$ cat src/rtl/fifo_pkg.sv
// -----------------------------------------------------------------------------
// fifo_pkg
//   Shared definitions for the team's FIFO family (single- and dual-clock).
//   - fifo_depth()  : DEPTH = 2**ADDR_SIZE without relying on $clog2
//   - fifo_err_t    : sticky error flag bundle {overflow, underflow}
//   - AE_THRESH_DEF / AF_MARGIN_DEF : default almost-empty threshold and the
//     distance of the default almost-full threshold below DEPTH
// -----------------------------------------------------------------------------
package fifo_pkg;

  function automatic int fifo_depth(input int addr_size);
    return 1 << addr_size;
  endfunction

  typedef struct packed {
    logic overflow;
    logic underflow;
  } fifo_err_t;

  localparam int AE_THRESH_DEF = 2;
  localparam int AF_MARGIN_DEF = 2;

endpackage

$ cat src/rtl/fifo_ram.sv
// -----------------------------------------------------------------------------
// fifo_ram
//   DATA_SIZE x DEPTH register array with one synchronous write port and one
//   asynchronous read port. No reset: contents are only meaningful once written.
//   Ports:
//     clk_i    clock, rising edge
//     we_i     write enable (already qualified by accept/flush/reset)
//     waddr_i  write address
//     wdata_i  write data
//     raddr_i  read address
//     rdata_o  combinational read data, mem[raddr_i]
// -----------------------------------------------------------------------------
module fifo_ram
  import fifo_pkg::*;
#(
  parameter int DATA_SIZE = 12,
  parameter int ADDR_SIZE = 4
) (
  input  logic                 clk_i,
  input  logic                 we_i,
  input  logic [ADDR_SIZE-1:0] waddr_i,
  input  logic [DATA_SIZE-1:0] wdata_i,
  input  logic [ADDR_SIZE-1:0] raddr_i,
  output logic [DATA_SIZE-1:0] rdata_o
);

  localparam int DEPTH = fifo_depth(ADDR_SIZE);

  logic [DATA_SIZE-1:0] mem_q [DEPTH];

  always_ff @(posedge clk_i) begin
    if (we_i) mem_q[waddr_i] <= wdata_i;
  end

  assign rdata_o = mem_q[raddr_i];

endmodule

$ cat src/rtl/sync_fifo_flags.sv
// -----------------------------------------------------------------------------
// sync_fifo_flags
//   Single-clock elastic buffer with occupancy count, programmable almost
//   thresholds, optional first-word-fall-through read, sticky error flags and
//   a synchronous flush.
//   Ports:
//     clk            clock, rising edge
//     rst            asynchronous active-low reset
//     flush          synchronous clear of contents and error flags
//     winc / wData   write request / data
//     rinc / rData   read request / data
//     wFull, rEmpty  occupancy == DEPTH / == 0 (registered)
//     wAlmost_full   count >= AF_THRESH (registered)
//     rAlmost_empty  count <= AE_THRESH (registered)
//     count          occupancy 0..DEPTH
//     overflow       sticky: write attempted while full
//     underflow      sticky: read attempted while empty
// -----------------------------------------------------------------------------
module sync_fifo_flags
  import fifo_pkg::*;
#(
  parameter int DATA_SIZE = 12,
  parameter int ADDR_SIZE = 4,
  parameter bit FWFT      = 1'b0,
  parameter int AF_THRESH = fifo_depth(ADDR_SIZE) - AF_MARGIN_DEF,
  parameter int AE_THRESH = AE_THRESH_DEF
) (
  input  logic                 clk,
  input  logic                 rst,
  input  logic                 flush,
  input  logic                 winc,
  input  logic [DATA_SIZE-1:0] wData,
  input  logic                 rinc,
  output logic [DATA_SIZE-1:0] rData,
  output logic                 wFull,
  output logic                 rEmpty,
  output logic                 wAlmost_full,
  output logic                 rAlmost_empty,
  output logic [ADDR_SIZE:0]   count,
  output logic                 overflow,
  output logic                 underflow
);

  localparam int DEPTH = fifo_depth(ADDR_SIZE);
  localparam int CW    = ADDR_SIZE + 1;

  // ---------------------------------------------------------------------------
  // Elaboration-time parameter sanity
  // ---------------------------------------------------------------------------
  if (ADDR_SIZE < 1) begin : g_chk_addr
    $fatal(1, "sync_fifo_flags: ADDR_SIZE must be >= 1");
  end
  if (AE_THRESH < 1 || AE_THRESH >= AF_THRESH || AF_THRESH > DEPTH - 1) begin : g_chk_thr
    $fatal(1, "sync_fifo_flags: need 1 <= AE_THRESH < AF_THRESH <= DEPTH-1");
  end

  // ---------------------------------------------------------------------------
  // State
  // ---------------------------------------------------------------------------
  logic [CW-1:0]        wptr_q, wptr_d;
  logic [CW-1:0]        rptr_q, rptr_d;
  logic [CW-1:0]        count_q, count_d;
  logic                 full_q, full_d;
  logic                 empty_q, empty_d;
  logic                 afull_q, afull_d;
  logic                 aempty_q, aempty_d;
  fifo_err_t            err_q, err_d;
  logic [DATA_SIZE-1:0] rdata_q, rdata_d;

  logic                 wr_acc, rd_acc, ram_we;
  logic [DATA_SIZE-1:0] ram_rdata;

  // Accept decisions use the registered flags, so a full FIFO rejects a write
  // even when a read frees a slot in the same cycle (and vice versa).
  assign wr_acc = winc & ~full_q;
  assign rd_acc = rinc & ~empty_q;

  // Flush drops the write; rst gating keeps a write from landing in the array
  // during an edge that arrives while reset is held.
  assign ram_we = wr_acc & ~flush & rst;

  // ---------------------------------------------------------------------------
  // Storage
  // ---------------------------------------------------------------------------
  fifo_ram #(
    .DATA_SIZE (DATA_SIZE),
    .ADDR_SIZE (ADDR_SIZE)
  ) u_ram (
    .clk_i   (clk),
    .we_i    (ram_we),
    .waddr_i (wptr_q[ADDR_SIZE-1:0]),
    .wdata_i (wData),
    .raddr_i (rptr_q[ADDR_SIZE-1:0]),
    .rdata_o (ram_rdata)
  );

  // ---------------------------------------------------------------------------
  // Next state
  // ---------------------------------------------------------------------------
  always_comb begin
    wptr_d  = wptr_q;
    rptr_d  = rptr_q;
    count_d = count_q;
    err_d   = err_q;
    rdata_d = rdata_q;

    if (flush) begin
      wptr_d  = '0;
      rptr_d  = '0;
      count_d = '0;
      err_d   = '0;
      rdata_d = '0;
    end else begin
      if (wr_acc) wptr_d = wptr_q + CW'(1);
      if (rd_acc) begin
        rptr_d = rptr_q + CW'(1);
        // Registered-read mode captures the head word as it is popped.
        if (!FWFT) rdata_d = ram_rdata;
      end
      count_d = count_q + CW'(wr_acc) - CW'(rd_acc);
      if (winc & full_q)  err_d.overflow  = 1'b1;
      if (rinc & empty_q) err_d.underflow = 1'b1;
    end
  end

  // Flags follow count_d so they change on the same edge as count.
  always_comb begin
    full_d   = (count_d == CW'(DEPTH));
    empty_d  = (count_d == '0);
    afull_d  = (count_d >= CW'(AF_THRESH));
    aempty_d = (count_d <= CW'(AE_THRESH));
  end

  always_ff @(posedge clk or negedge rst) begin
    if (!rst) begin
      wptr_q   <= '0;
      rptr_q   <= '0;
      count_q  <= '0;
      full_q   <= 1'b0;
      empty_q  <= 1'b1;
      afull_q  <= 1'b0;
      aempty_q <= 1'b1;
      err_q    <= '0;
      rdata_q  <= '0;
    end else begin
      wptr_q   <= wptr_d;
      rptr_q   <= rptr_d;
      count_q  <= count_d;
      full_q   <= full_d;
      empty_q  <= empty_d;
      afull_q  <= afull_d;
      aempty_q <= aempty_d;
      err_q    <= err_d;
      rdata_q  <= rdata_d;
    end
  end

  // ---------------------------------------------------------------------------
  // Outputs
  // ---------------------------------------------------------------------------
  if (FWFT) begin : g_fwft
    // Head word is presented straight from the array; forced to zero while
    // empty so reset and flush look the same as in registered mode.
    assign rData = empty_q ? '0 : ram_rdata;
  end else begin : g_reg
    assign rData = rdata_q;
  end

  assign wFull         = full_q;
  assign rEmpty        = empty_q;
  assign wAlmost_full  = afull_q;
  assign rAlmost_empty = aempty_q;
  assign count         = count_q;
  assign overflow      = err_q.overflow;
  assign underflow     = err_q.underflow;

endmodule

$ cat config.mk
export PLATFORM = sky130hd
export DESIGN_NAME = sync_fifo_flags
export DESIGN_NICKNAME = d
export VERILOG_FILES = /design/src/rtl/fifo_pkg.sv /design/src/rtl/fifo_ram.sv /design/src/rtl/sync_fifo_flags.sv
export SDC_FILE = /design/constraint.sdc
export NUM_CORES = 1
export LEC_CHECK = 0
export CORE_ASPECT_RATIO = 1.5
export CORE_MARGIN = 2
export CORE_UTILIZATION = 40
export DETAILED_ROUTE_END_ITERATION = 6
export GPL_TIMING_DRIVEN = 0
export HOLD_SLACK_MARGIN = 0.15
export PLACE_DENSITY = 0.56
export SETUP_SLACK_MARGIN = 0.1
export SLEW_MARGIN = 20
export SYNTH_ARGS = -nofsm -noshare
export SYNTH_HDL_FRONTEND = slang
export SYNTH_SLANG_ARGS = --single-unit
$ cat constraint.sdc
create_clock -name clk -period 5.1 [get_ports clk]
set_input_delay 1.02 -clock clk [delete_from_list [all_inputs] [get_ports clk]]
set_output_delay 1.02 -clock clk [all_outputs]
set_load 0.01 [all_outputs]
==> impl_results.md <==
* Setup violators final at 0
* Pwr per Cell Area at 424 nW/µm²
* Sinks on the clock net at 223
* Die width at 126 µm
* Worst Skew at 0.00792 ns
* Unrepaired setup endpoints after global routing: false
* Final HPWL DP at 12.4 mm
* Post-CTS resize count at 0
* Pin count of the biggest net entering global routing at 25
* TritonCTS clock tree: yes
* Post-Syn Instances at 454
* Hold-fix buffer count after cts at 0
* Syn-to-layout area delta at 16.0%
* Final Hold Vio Count at 0
* Final antenna-violating net count at 0
* Met2 Routed Length at 10.2 mm
* Row cnt at 67
* Library cell occupying the most area in the post-synthesis netlist: sky130_fd_sc_hd__edfxtp_1
* GRT Total Usage at 16.5%
* Synthesized area per cell at 19.7 µm²
* Utilization after layout at 47.0%
* Setup CP Type: in -> reg
* Port Buf Inserts at 39
* Largest buffer count on any clock path at 3
* Routability cong. at 0.779
* Placed cell count at 774
* Share of the clock period used by the worst path after layout at 71.8%
* Met1 layer wirelength in the final routing at 7.67 mm
* P_leak at 3.47 nW
* Async SR Flop Fraction at 13.9%
* Actual transition at the worst max-transition pin at 0.929 ns
* Crit path arrival time at 4.05 ns
* Worst Path Required at 5.49 ns
* Uppermost metal layer occupied by signal nets: met4
* WHS at 0.377 ns
* Area of the die at 23600 µm²
* Area of the multi-input gates at 2270 µm²
* Share of Yosys cell area claimed by the top area cell type at 64.4%
* Sequential cell area fraction in the yosys report at 73.1%
* Number of nets in the layout at 549
* Share of post-route cells with drive strength above 1 at 27.1%
* Type of element capturing the critical path: flip-flop
* 1st-pass router iterations at 6
* Worst min-delay path category: in -> async
* Core area at 22100 µm²
* Effective utilization at floorplan at 40.5%
* Critical Path Start Type: input port
* Height of the die at 187 µm
* Fin. max-slew vios at 0
* Via count of the first global-routing pass at 4815
* Worst skew pair latency at 0.50 ns
* Antenna violations before repair at 0
* Maximum level of the CTS H-tree at 1
* Count of fill cells added during filler insertion at 1900
* CTS buffer count at 21
* Wire length on met3 at 615 µm
* Area after DPL at 9790 µm²
* Detailed Route WL at 19.0 mm
* Post-DR wirelength/cell at 23.4 µm
* Number of diodes at 0
* Synth Net Count at 482
* Buffer cell driving the clock tree root: sky130_fd_sc_hd__clkbuf_16
* Setup TNS at 0 ns
* Top cells by area in the synthesized netlist: sky130_fd_sc_hd__edfxtp_1, sky130_fd_sc_hd__mux4_2, sky130_fd_sc_hd__dfrtp_1
* Crit Path Max Fanout at 6
* Top cell types by occurrence after synthesis: sky130_fd_sc_hd__edfxtp_1, sky130_fd_sc_hd__mux4_2, sky130_fd_sc_hd__nand2_1
* Number of max-cap violations at 0
* Result of the run: finished, final reports clean
* Remaining Overflow, GRT at 0
* Final non-filler cell area at 10400 µm²
* Total number of vias at 4331
* First-pass GRT wire length at 29.3 mm
* Post-CTS setup-driven buffer insertion count at 0
* Post-synth EDFFs at 192
* Max_slew headroom at 38.0%
* Largest vdd supply drop at 0.203 mV
* Count of different cell masters after synthesis at 41
* DRC violations left at 0
* Average via count per standard cell at 5.33
* Peak Freq at 273 MHz
* Cell area after synthesis at 8960 µm²
* Register area at 6540 µm²
* Number of placed I/O pins at 40
* Most common flop cell mapped by yosys: sky130_fd_sc_hd__edfxtp_1
* Non-filler cells, final at 812
* Warning count from the yosys run at 0
* CTS clk-pin slew, worst paths at 0.07 ns
* Final min period at 3.66 ns
* Flops & latches, synth at 223
* Detailed Route Iter0 Violations at 337
* Most frequent cell after synthesis: sky130_fd_sc_hd__edfxtp_1
## worst paths after layout
path	start	to	slack, ns	cells after the start
setup / recovery	winc	rEmpty	1.44	11
hold / removal	rst	count[1]	0.38	1
setup reg to reg	wFull	rEmpty	2.06	10
hold reg to reg	underflow	underflow	0.51	2
max in group asynchronous	rst	rData[3]	4.31	2
min in group clk	underflow	underflow	0.51	2
## kinds of logic (layout without fill, tap and decap cells)
logic type	Yosys count	count (layout)	share of synthesized area, %
xor gates and xnor gates	11	11	1.08
DFF	223	223	73.1
buffers and inverters	32	114	2.17
AOI/OAI and AO/OA	28	28	2.77
adders and majority gates	11	11	1.62
muxes	72	72	15.6
and+or+nand+nor	77	77	3.69
## where the power goes
group / leakage, nW / switching [W] / internal, W / total (W)
logic: 1.04 / 0.000453 / 0.000440 / 0.000893
clock network: 0.300 / 0.000654 / 0.000756 / 0.00141
registers: 2.14 / 0.0000454 / 0.00206 / 0.00210
total: 3.47 / 0.00115 / 0.00325 / 0.00440
## stage by stage
step | setup WS [ns] | total power [W]
2_1_floorplan | 1.87 | 0.00272
3_3_place_gp | -0.309 | 0.00302
3_5_place_dp | 0.967 | 0.00304
4_1_cts | 1.47 | 0.00446
5_1_grt | 1.27 | 0.00459
6_report | 1.44 | 0.00440
## area by class of cell
| cell class | instances | share of cell area [%] |
|---|---|---|
| plain buffers | 22 | 1.50 |
| clock buffers | 23 | 5.13 |
| clock inverters | 15 | 0.698 |
| inverters | 10 | 0.361 |
| multi-input cells | 199 | 21.8 |
| flip-flops and latches | 223 | 63.0 |
| well taps | 276 | 3.32 |
| repair buffers | 44 | 4.19 |
## layout by cell type, fill, tap and decap left out, drive strengths merged, types with 6 or more instances in the layout
master | synthesis | routed
mux2 | 23 | 23
xor2 | 6 | 6
mux4 | 48 | 48
buf | 17 | 23
ha | 10 | 10
nor2 | 26 | 26
clkdlybuf4s50 | 0 | 38
a21oi | 6 | 6
nand2 | 33 | 33
clkinv | 0 | 13
a22oi | 12 | 12
inv | 10 | 11
edfxtp | 192 | 192
dfrtp | 29 | 29
clkbuf | 5 | 28
## metal layers
layer / vias up / global-route usage, %
met3: 32 / 2.12
met2: 86 / 30.3
met1: 2278 / 20.2
met4: 0 / 4.90
met5: - / 0
li1: 1935 / -
## worst max-delay path, stage by stage
cell	delay [ns]
sky130_fd_sc_hd__clkdlybuf4s50_1	0.47
sky130_fd_sc_hd__nor2b_1	0.42
sky130_fd_sc_hd__inv_1	0.13
sky130_fd_sc_hd__ha_1	0.30
sky130_fd_sc_hd__inv_1	0.04
sky130_fd_sc_hd__ha_1	0.21
sky130_fd_sc_hd__fa_1	0.45
sky130_fd_sc_hd__a21o_1	0.21
sky130_fd_sc_hd__a21oi_1	0.27
sky130_fd_sc_hd__xnor2_1	0.20
sky130_fd_sc_hd__a211oi_1	0.34
## sequential cells by signal, indices dropped and copies added (netlist names)
register and flops:
rAlmost_empty 1, count 5, rptr_q 4, underflow 1, overflow 1, wptr_q 4
u_ram.mem_q 192, rEmpty 1, wAlmost_full 1, wFull 1, rData 12
(Power assumes the default switching activity.)
